### src/rtl/lnet_input_packer.sv
// lnet_input_packer
// Streaming front-end for the layer-0 neuron array. It quantizes each raw
// unsigned feature into a 2-bit code, using three ascending thresholds. It
// assembles NUM_FEATURES codes into one packed vector. The vector goes out on
// a valid/ready port.
//
// There are two stages: an assembly register and an output register. The
// next vector can therefore fill while the current one waits on m_ready.
//
// Ports:
//   clk        single clock, rising edge
//   rst        asynchronous, active-high reset
//   s_valid    feature sample valid
//   s_ready    packer accepts a sample this cycle
//   s_data     raw unsigned feature, FEAT_W bits
//   s_last     marks the final feature of a vector
//   m_valid    packed vector valid
//   m_ready    downstream accepts the vector
//   m_data     packed codes; feature i sits at bits [2i+1:2i]
//   err_frame  one-cycle pulse on a framing error
//   cfg_we / cfg_feat / cfg_sel / cfg_thresh
//              threshold table write port. These ports exist only when the
//              macro LNET_INPUT_PACKER_THRESH_PROG_EN is defined.
//
// Optional feature: LNET_INPUT_PACKER_THRESH_PROG_EN.
//   Defined:   each feature has its own programmable T0/T1/T2 entries.
//   Undefined: every feature compares against the THRESH parameter.
module lnet_input_packer #(
  parameter int unsigned         NUM_FEATURES = 8,
  parameter int unsigned         FEAT_W       = 8,
  // Packed as {T2, T1, T0}, each FEAT_W bits, ascending T0 <= T1 <= T2.
  parameter logic [3*FEAT_W-1:0] THRESH       = {8'd192, 8'd128, 8'd64}
) (
  input  logic                          clk,
  input  logic                          rst,
  input  logic                          s_valid,
  output logic                          s_ready,
  input  logic [FEAT_W-1:0]             s_data,
  input  logic                          s_last,
  output logic                          m_valid,
  input  logic                          m_ready,
  output logic [2*NUM_FEATURES-1:0]     m_data,
  output logic                          err_frame
`ifdef LNET_INPUT_PACKER_THRESH_PROG_EN
  ,
  input  logic                          cfg_we,
  input  logic [$clog2(NUM_FEATURES)-1:0] cfg_feat,
  input  logic [1:0]                    cfg_sel,
  input  logic [FEAT_W-1:0]             cfg_thresh
`endif
);

  localparam int unsigned IDX_W = $clog2(NUM_FEATURES);
  localparam logic [IDX_W-1:0] LAST_IDX = IDX_W'(NUM_FEATURES - 1);

  typedef enum logic {StFill, StFull} state_e;

  state_e                      r_state;
  state_e                      w_state_next;
  logic [IDX_W-1:0]            r_idx;
  logic [IDX_W-1:0]            w_idx_next;
  logic [2*NUM_FEATURES-1:0]   r_asm;
  logic [2*NUM_FEATURES-1:0]   w_asm_next;
  logic [2*NUM_FEATURES-1:0]   w_asm_slot;
  logic                        r_m_valid;
  logic [2*NUM_FEATURES-1:0]   r_m_data;
  logic                        r_err;
  logic                        w_err_next;
  logic                        w_out_load;
  logic [2*NUM_FEATURES-1:0]   w_out_data;
  logic                        w_accept;
  logic                        w_last_slot;
  logic                        w_out_free;
  logic [FEAT_W-1:0]           w_t0;
  logic [FEAT_W-1:0]           w_t1;
  logic [FEAT_W-1:0]           w_t2;
  logic [1:0]                  w_code;

  // ---------------------------------------------------------------------------
  // Threshold source
  // ---------------------------------------------------------------------------
`ifdef LNET_INPUT_PACKER_THRESH_PROG_EN
  logic [FEAT_W-1:0] r_thr [NUM_FEATURES][3];

  // The table write lands at the edge. A sample accepted in the same cycle
  // therefore still sees the old entry.
  always_ff @(posedge clk or posedge rst) begin
    if (rst) begin
      for (int f = 0; f < int'(NUM_FEATURES); f++) begin
        for (int k = 0; k < 3; k++) begin
          r_thr[f][k] <= THRESH[k*FEAT_W +: FEAT_W];
        end
      end
    end else if (cfg_we && (cfg_sel != 2'd3) && (int'(cfg_feat) < int'(NUM_FEATURES))) begin
      r_thr[cfg_feat][cfg_sel] <= cfg_thresh;
    end
  end

  assign w_t0 = r_thr[r_idx][0];
  assign w_t1 = r_thr[r_idx][1];
  assign w_t2 = r_thr[r_idx][2];
`else
  assign w_t0 = THRESH[0*FEAT_W +: FEAT_W];
  assign w_t1 = THRESH[1*FEAT_W +: FEAT_W];
  assign w_t2 = THRESH[2*FEAT_W +: FEAT_W];
`endif

  // ---------------------------------------------------------------------------
  // Quantization and slot insertion
  // ---------------------------------------------------------------------------
  assign w_code = {1'b0, (s_data >= w_t0)} + {1'b0, (s_data >= w_t1)} +
                  {1'b0, (s_data >= w_t2)};

  always_comb begin
    w_asm_slot = r_asm;
    w_asm_slot[2*r_idx +: 2] = w_code;
  end

  // Gate with rst so that s_ready reads 0 while reset is held.
  assign s_ready     = (r_state == StFill) && !rst;
  assign w_accept    = s_valid && s_ready;
  assign w_last_slot = (r_idx == LAST_IDX);
  assign w_out_free  = !r_m_valid || m_ready;

  // ---------------------------------------------------------------------------
  // Next-state logic
  // ---------------------------------------------------------------------------
  always_comb begin
    w_state_next = r_state;
    w_idx_next   = r_idx;
    w_asm_next   = r_asm;
    w_out_load   = 1'b0;
    w_out_data   = w_asm_slot;
    w_err_next   = 1'b0;
    unique case (r_state)
      StFill: begin
        if (w_accept) begin
          if (w_last_slot && s_last) begin
            w_asm_next = w_asm_slot;
            w_idx_next = '0;
            if (w_out_free) begin
              w_out_load = 1'b1;
              w_out_data = w_asm_slot;
            end else begin
              w_state_next = StFull;
            end
          end else if (w_last_slot || s_last) begin
            // Framing error: drop the sample and the partial vector.
            w_idx_next = '0;
            w_err_next = 1'b1;
          end else begin
            w_asm_next = w_asm_slot;
            w_idx_next = r_idx + 1'b1;
          end
        end
      end
      StFull: begin
        if (w_out_free) begin
          w_out_load   = 1'b1;
          w_out_data   = r_asm;
          w_state_next = StFill;
        end
      end
      default: ;
    endcase
  end

  // ---------------------------------------------------------------------------
  // State registers
  // ---------------------------------------------------------------------------
  always_ff @(posedge clk or posedge rst) begin
    if (rst) begin
      r_state <= StFill;
      r_idx   <= '0;
      r_asm   <= '0;
      r_err   <= 1'b0;
    end else begin
      r_state <= w_state_next;
      r_idx   <= w_idx_next;
      r_asm   <= w_asm_next;
      r_err   <= w_err_next;
    end
  end

  // A new vector may load on the same edge that the old one is accepted.
  always_ff @(posedge clk or posedge rst) begin
    if (rst) begin
      r_m_valid <= 1'b0;
      r_m_data  <= '0;
    end else if (w_out_load) begin
      r_m_valid <= 1'b1;
      r_m_data  <= w_out_data;
    end else if (r_m_valid && m_ready) begin
      r_m_valid <= 1'b0;
    end
  end

  assign m_valid   = r_m_valid;
  assign m_data    = r_m_data;
  assign err_frame = r_err;

endmodule
### config.mk
export PLATFORM = sky130hd
export DESIGN_NAME = lnet_input_packer
export DESIGN_NICKNAME = d
export VERILOG_FILES = /design/src/rtl/lnet_input_packer.sv
export SDC_FILE = /design/constraint.sdc
export NUM_CORES = 1
export LEC_CHECK = 0
export BUFFER_PORTS_ARGS = -buffer_cell sky130_fd_sc_hd__buf_4
export CAP_MARGIN = 40
export CORE_MARGIN = 3
export CORE_UTILIZATION = 51
export DETAILED_ROUTE_END_ITERATION = 6
export PLACE_DENSITY = 0.76
export SYNTH_ARGS = -nofsm -noshare
export SYNTH_HDL_FRONTEND = slang
export SYNTH_SLANG_ARGS = --single-unit
### constraint.sdc
create_clock -name clk -period 2.2 [get_ports clk]
set_input_delay 0.33 -clock clk [delete_from_list [all_inputs] [get_ports clk]]
set_output_delay 0.33 -clock clk [all_outputs]
set_load 0.01 [all_outputs]
* Word level (Yosys, flattened, before mapping)
Cells that the tools add are included.
** Word-level totals
- Bits in registers :: 38
- Input bits :: 13
- Output and inout port bits :: 19
- Word-level logic and storage cells :: 50
** Operators by class
- Add/subtract/negate cells :: 4
- Order comparisons :: 3
- Equal/unequal tests :: 2
- Shifts and indexed selects :: 2
- Mux-type cells :: 21
- Bitwise logic cells :: 1
- Reduce and logical (&&, ||, !) cells :: 11
** Operators by type and width (number)
- $mux W16 :: 3
- $neg A4 Y34 :: 1
- $shift A2 B34 Y16 const A :: 1
- $shiftx A2 B34 Y16 :: 1
- $pmux W16 S2 :: 1
- $bwmux W16 :: 1
- $ge A8 B8 Y1 const B :: 2
- $mux W1 :: 12
- $ge A8 B7 Y1 const B :: 1
- $mux W3 :: 2
- $logic_and A1 B1 Y1 :: 4
- $pmux W1 S2 :: 2
- $add A3 B1 Y3 const B :: 1
- $eq A3 B3 Y1 const B :: 1
- $reduce_and A3 Y1 :: 1
- $add A1 B1 Y2 :: 1
- $add A2 B1 Y2 :: 1
- $logic_not A1 Y1 :: 2
- $logic_or A1 B1 Y1 :: 2
- $ne A2 B2 Y1 const B :: 1
- $reduce_and A2 Y1 :: 1
- $reduce_bool A2 Y1 :: 1
- $not A1 Y1 :: 1

* Longest topological paths before layout
- Depth in word-level cells :: 7
- Mapped depth :: 9
- Gate-level depth less buffers :: 8

* Least setup slack after synthesis
No wires, ideal clock.
- Kind :: register to register
- From :: register r_idx[0]
- To :: register r_m_data[11], in the netlist m_data[11]
- Arrival time :: 2.229 ns
- Path slack :: -0.096 ns
- Cell stages (with the launch flop) :: 10
- Path buffers :: 2
- Period minus slack after synthesis :: 2.296 ns
- Cells stage by stage :: dfrtp_1 > clkbuf_1 > inv_1 > ha_1 > ha_1 > clkbuf_1 > nor4bb_1 > nand3_1 > nand4b_1 > o311a_1
** On the way
- Cells in the longest elaborated chain, start to end :: 5
- Elaborated cells between the ends (all ways) :: 11
- Classes of those cells :: 1 x add/sub; 1 x eq/ne; 2 x shift; 6 x mux; 1 x reduce/logical
** Ends and longest elaborated chain
- start, declared :: RTL line 60 : logic [IDX_W-1:0] r_idx;
- start signal, assigned :: RTL line 179 : r_idx <= w_idx_next;
- $neg A4 Y34 / $eq A3 B3 Y1 (equally long branches) :: RTL line 116, 122
- $shiftx A2 B34 Y16, or another cell as far along :: RTL line 116 : w_asm_slot[2*r_idx +: 2] = w_code;
- $bwmux W16 / $mux W1 (equally long branches) :: RTL line 116, 138
- $mux W16 / $mux W1 (equally long branches) :: RTL line 158, 137
- $pmux W16 S2 / $pmux W1 S2 (equally long branches) :: RTL line 135 : unique case (r_state)
- end signal, assigned :: RTL line 192 : r_m_data <= w_out_data;
- end, declared :: RTL line 66 : logic [2*NUM_FEATURES-1:0] r_m_data;
Parallel ways exist; a longest one is shown, timed or not.
A chain may end at the register's enable or synchronous reset.

* Worst setup path after layout
- From :: register r_idx[0]
- To :: register r_m_data[3], in the netlist m_data[3]
The elaborated chain is that of the path after synthesis.

==> impl_metrics.csv <==
group,metric,value,unit
critical_path,crit_path_top_delay_cell,"dfrtp_2",
cells_and_area,final_common_cell,"buf_4",
cts,cts.clk_slew.worst_paths,0.07,ns
die,std_cell_rows,22,
power_and_ir_drop,internal-power,1.17,mW
synth,synth_top_area_frac,0.457,
place,port_buffers,25,
route,routed_via_density,5.92,
cells_and_area,final_nets,277,
critical_path,crit_fanout,11,
critical_path,worstPathArrival,2.29,ns
synth,synth.net_count,241,
cts,cts_tree,"yes",
cts,clock_latency,0.29,ns
synth,synth_edf_count,0,
route,wire_per_inst,16.1,um
synth,ys_seq_area_frac,0.457,
timing,tns,0,ns
power_and_ir_drop,power_frac_clock,0.293,
synth,yosysTopAreaCell,"dfrtp_1",
die,dieArea,4880,um2
timing,clock.fmax,477,MHz
synth,async_reset_ff_frac,1.00,
timing,min_period,2.10,ns
die,dieWidth,69.9,um
critical_path,cpMostUsedCell,"ha_1",
power_and_ir_drop,vdd_drop_max,0.000315,V
timing,period_share,0.954,
run_status,status,"finished clean",
critical_path,worst_path_largest_cell_delay,0.39,ns
cells_and_area,n_antenna_cell,0,
cts,clkSinkCount,38,
synth,synth_flop_cell,"dfrtp_1",
timing,slew_viol_final,0,
route,dr.pass1.iters,4,
synth,synth.area.top_cells,"dfrtp_1 46%, ha_1 5.4%, nor2_1 4.7%",
critical_path,crit_chain,"inv_1 -> ha_1 -> ha_1 -> buf_4 -> and4b_1 -> and3_1 -> a21oi_1 -> o31ai_1",
grt,grt_pass1_wl,8120,um
die,core,3800,um2
timing,setup_viol,0,
route,drtIter0Drc,162,
timing,worstMarginPinSlew,0.521,ns
timing,hold_violations,0,
critical_path,crit_type,"flop to flop",
cells_and_area,final_cell_mix,"39 x buf_4, 37 x dfrtp_1, 26 x nor2_1, 20 x nand2_1, 12 x nand3_1",
route,drt_wl_total,4890,um
min_path,hp-class,"primary input to asynchronous set/reset pin",
timing,fin_worst_skew,0.00212,ns
die,boundaryPins,32,
flow_run,cap_viol_max_count,0,
route,drc,0,
grt,track_usage,0.207,
power_and_ir_drop,swShare,0.301,
cts,root_buffer,"clkbuf_8",
power_and_ir_drop,power_switching,503,uW
die,start_util,0.547,
timing,slew_headroom,0.651,
grt,antenna_found_initial,0,
grt,grt_max_degree,22,
cts,cts_hold_buf,0,
cells_and_area,nFillCells,336,
synth,syn_area_per_cell,9.50,um2
critical_path,endpoint_kind,"flop",
route,vias,1800,
synth,yosysUniqueCellTypes,47,
cells_and_area,final_core_util,0.657,
power_and_ir_drop,sequentialPowerShare,0.459,
power_and_ir_drop,p_comb_frac,0.248,
timing,rsz0062_at_grt,"false",
power_and_ir_drop,p_leak,1.17,nW
cts,htreeDepth,2,
synth,ys_warn_count,0,
route,antenna_left,0,
power_and_ir_drop,power_density,670,nW/um2
critical_path,critical_path.startpoint_type,"flop",
place,dp_hpwl,3650,um
die,dieHeight,69.9,um
critical_path,worstPathRequired,2.39,ns
cts,cts_buffers,5,
place,place.gp.congestion,0.868,
synth,synthCells,219,
cells_and_area,drive_above_1_share,0.223,
grt,grt_pass1_vias,1773,
cts,cts_buffer_depth,2,
synth,netlist_area,2080,um2
grt,grt_overflow,0,
synth,synth-seq-cells,38,
cells_and_area,area.growth.synth_to_final,20.0,%
-- power groups by stage --
stage | Clock, mW | Sequential, mW | Combinational [mW]
2_1_floorplan | 0 | 0.780 | 0.272
3_3_place_gp | 0 | 0.779 | 0.394
3_5_place_dp | 0 | 0.782 | 0.402
4_1_cts | 0.504 | 0.768 | 0.403
5_1_grt | 0.536 | 0.773 | 0.462
6_report | 0.489 | 0.768 | 0.415
-- routing by layer --
metal | track usage | part of all wire | vias to the layer above
met5 | 0 | 0 | -
met4 | 0.0702 | 0.015 | 0
met1 | 0.261 | 0.45 | 876
li1 | - | - | 874
met2 | 0.337 | 0.48 | 43
met3 | 0.0647 | 0.051 | 7
-- state kept, by name, indices dropped and copies added, names as in the netlist --
name	count
r_idx	3
r_asm	16
err_frame	1
m_valid	1
m_data	16
r_state	1
-- through the flow --
stage | cell area, um2 | std cells | total power, mW | hold WS (ns) | setup slack [ns]
floorplan | 2090 | 219 | 1.05 | 0.456 | -0.0210
global placement | 2380 | 295 | 1.17 | 0.407 | 0.0915
detailed placement | 2380 | 295 | 1.18 | 0.412 | 0.0305
CTS | 2470 | 303 | 1.68 | 0.0939 | 0.0199
global route | 2500 | 304 | 1.77 | 0.119 | 0.00130
finish | 2500 | 304 | 1.67 | 0.0891 | 0.102
-- worst max-delay path, delay by kind of cell, from the launching register on --
family	cells	cell delay, ns
buffers and inverters	2	0.24
AND/OR/NAND/NOR	2	0.49
AO/OA/AOI/OAI	2	0.34
adder cells (fa/ha/maj)	2	0.54
flip-flops	1	0.39
-- what timing repair did --
item / CTS / global route
setup endpoints to repair: 0 / 14
setup buffers: 0 / 1
gates resized for setup: 0 / 4
-- layout make-up --
| cell class | count | area, um2 | area share |
|---|---|---|---|
| timing repair buffer | 40 | 313 | 0.125 |
| multi-input combinational | 160 | 1040 | 0.418 |
| sequential | 38 | 952 | 0.381 |
| clock buffer | 7 | 86.3 | 0.0346 |
| tap | 48 | 60.1 | 0.0241 |
| clock inverter | 1 | 5.00 | 0.00201 |
| inverter | 10 | 37.5 | 0.0150 |
-- synth_stat cells, types with 2 or more instances --
master and count:
dfrtp_1 38, nor2_1 26, nand2_1 20, nand3_1 12, o21ai_0 11, inv_1 10
ha_1 9, clkbuf_1 7, o2bb2ai_1 7, a211oi_1 5, a21oi_1 5, a221oi_1 4
nand2b_1 4, nor2b_1 4, nor3_1 4, o22ai_1 4, o31ai_1 4, a22o_1 3
buf_6 3, o21ai_1 3, a311oi_1 2, a31oi_1 2, and3_1 2, and3b_1 2
and4_1 2, mux2_2 2, nand4_1 2, nand4b_1 2, o32ai_1 2
-- kinds of logic after synthesis --
logic type,share of synthesized area
and+or+nand+nor,0.235
AOI/OAI and AO/OA,0.192
DFF,0.457
buffers and inverters,0.0505
adders and majority gates,0.0542
muxes,0.0108
-- path summary, 6_finish.rpt --
check | startpoint | to | slack [ns] | cells past startpoint
max | r_idx[0] | m_data[3] | 0.10 | 8
min | rst | r_state | 0.09 | 3
max reg2reg | r_idx[0] | m_data[3] | 0.10 | 8
min reg2reg | m_data[9] | m_data[9] | 0.48 | 2
max in group asynchronous | rst | r_asm[7] | 1.88 | 3
min in group clk | s_data[6] | r_asm[6] | 0.30 | 2
No activity file was read; power rests on OpenSTA's default activity.
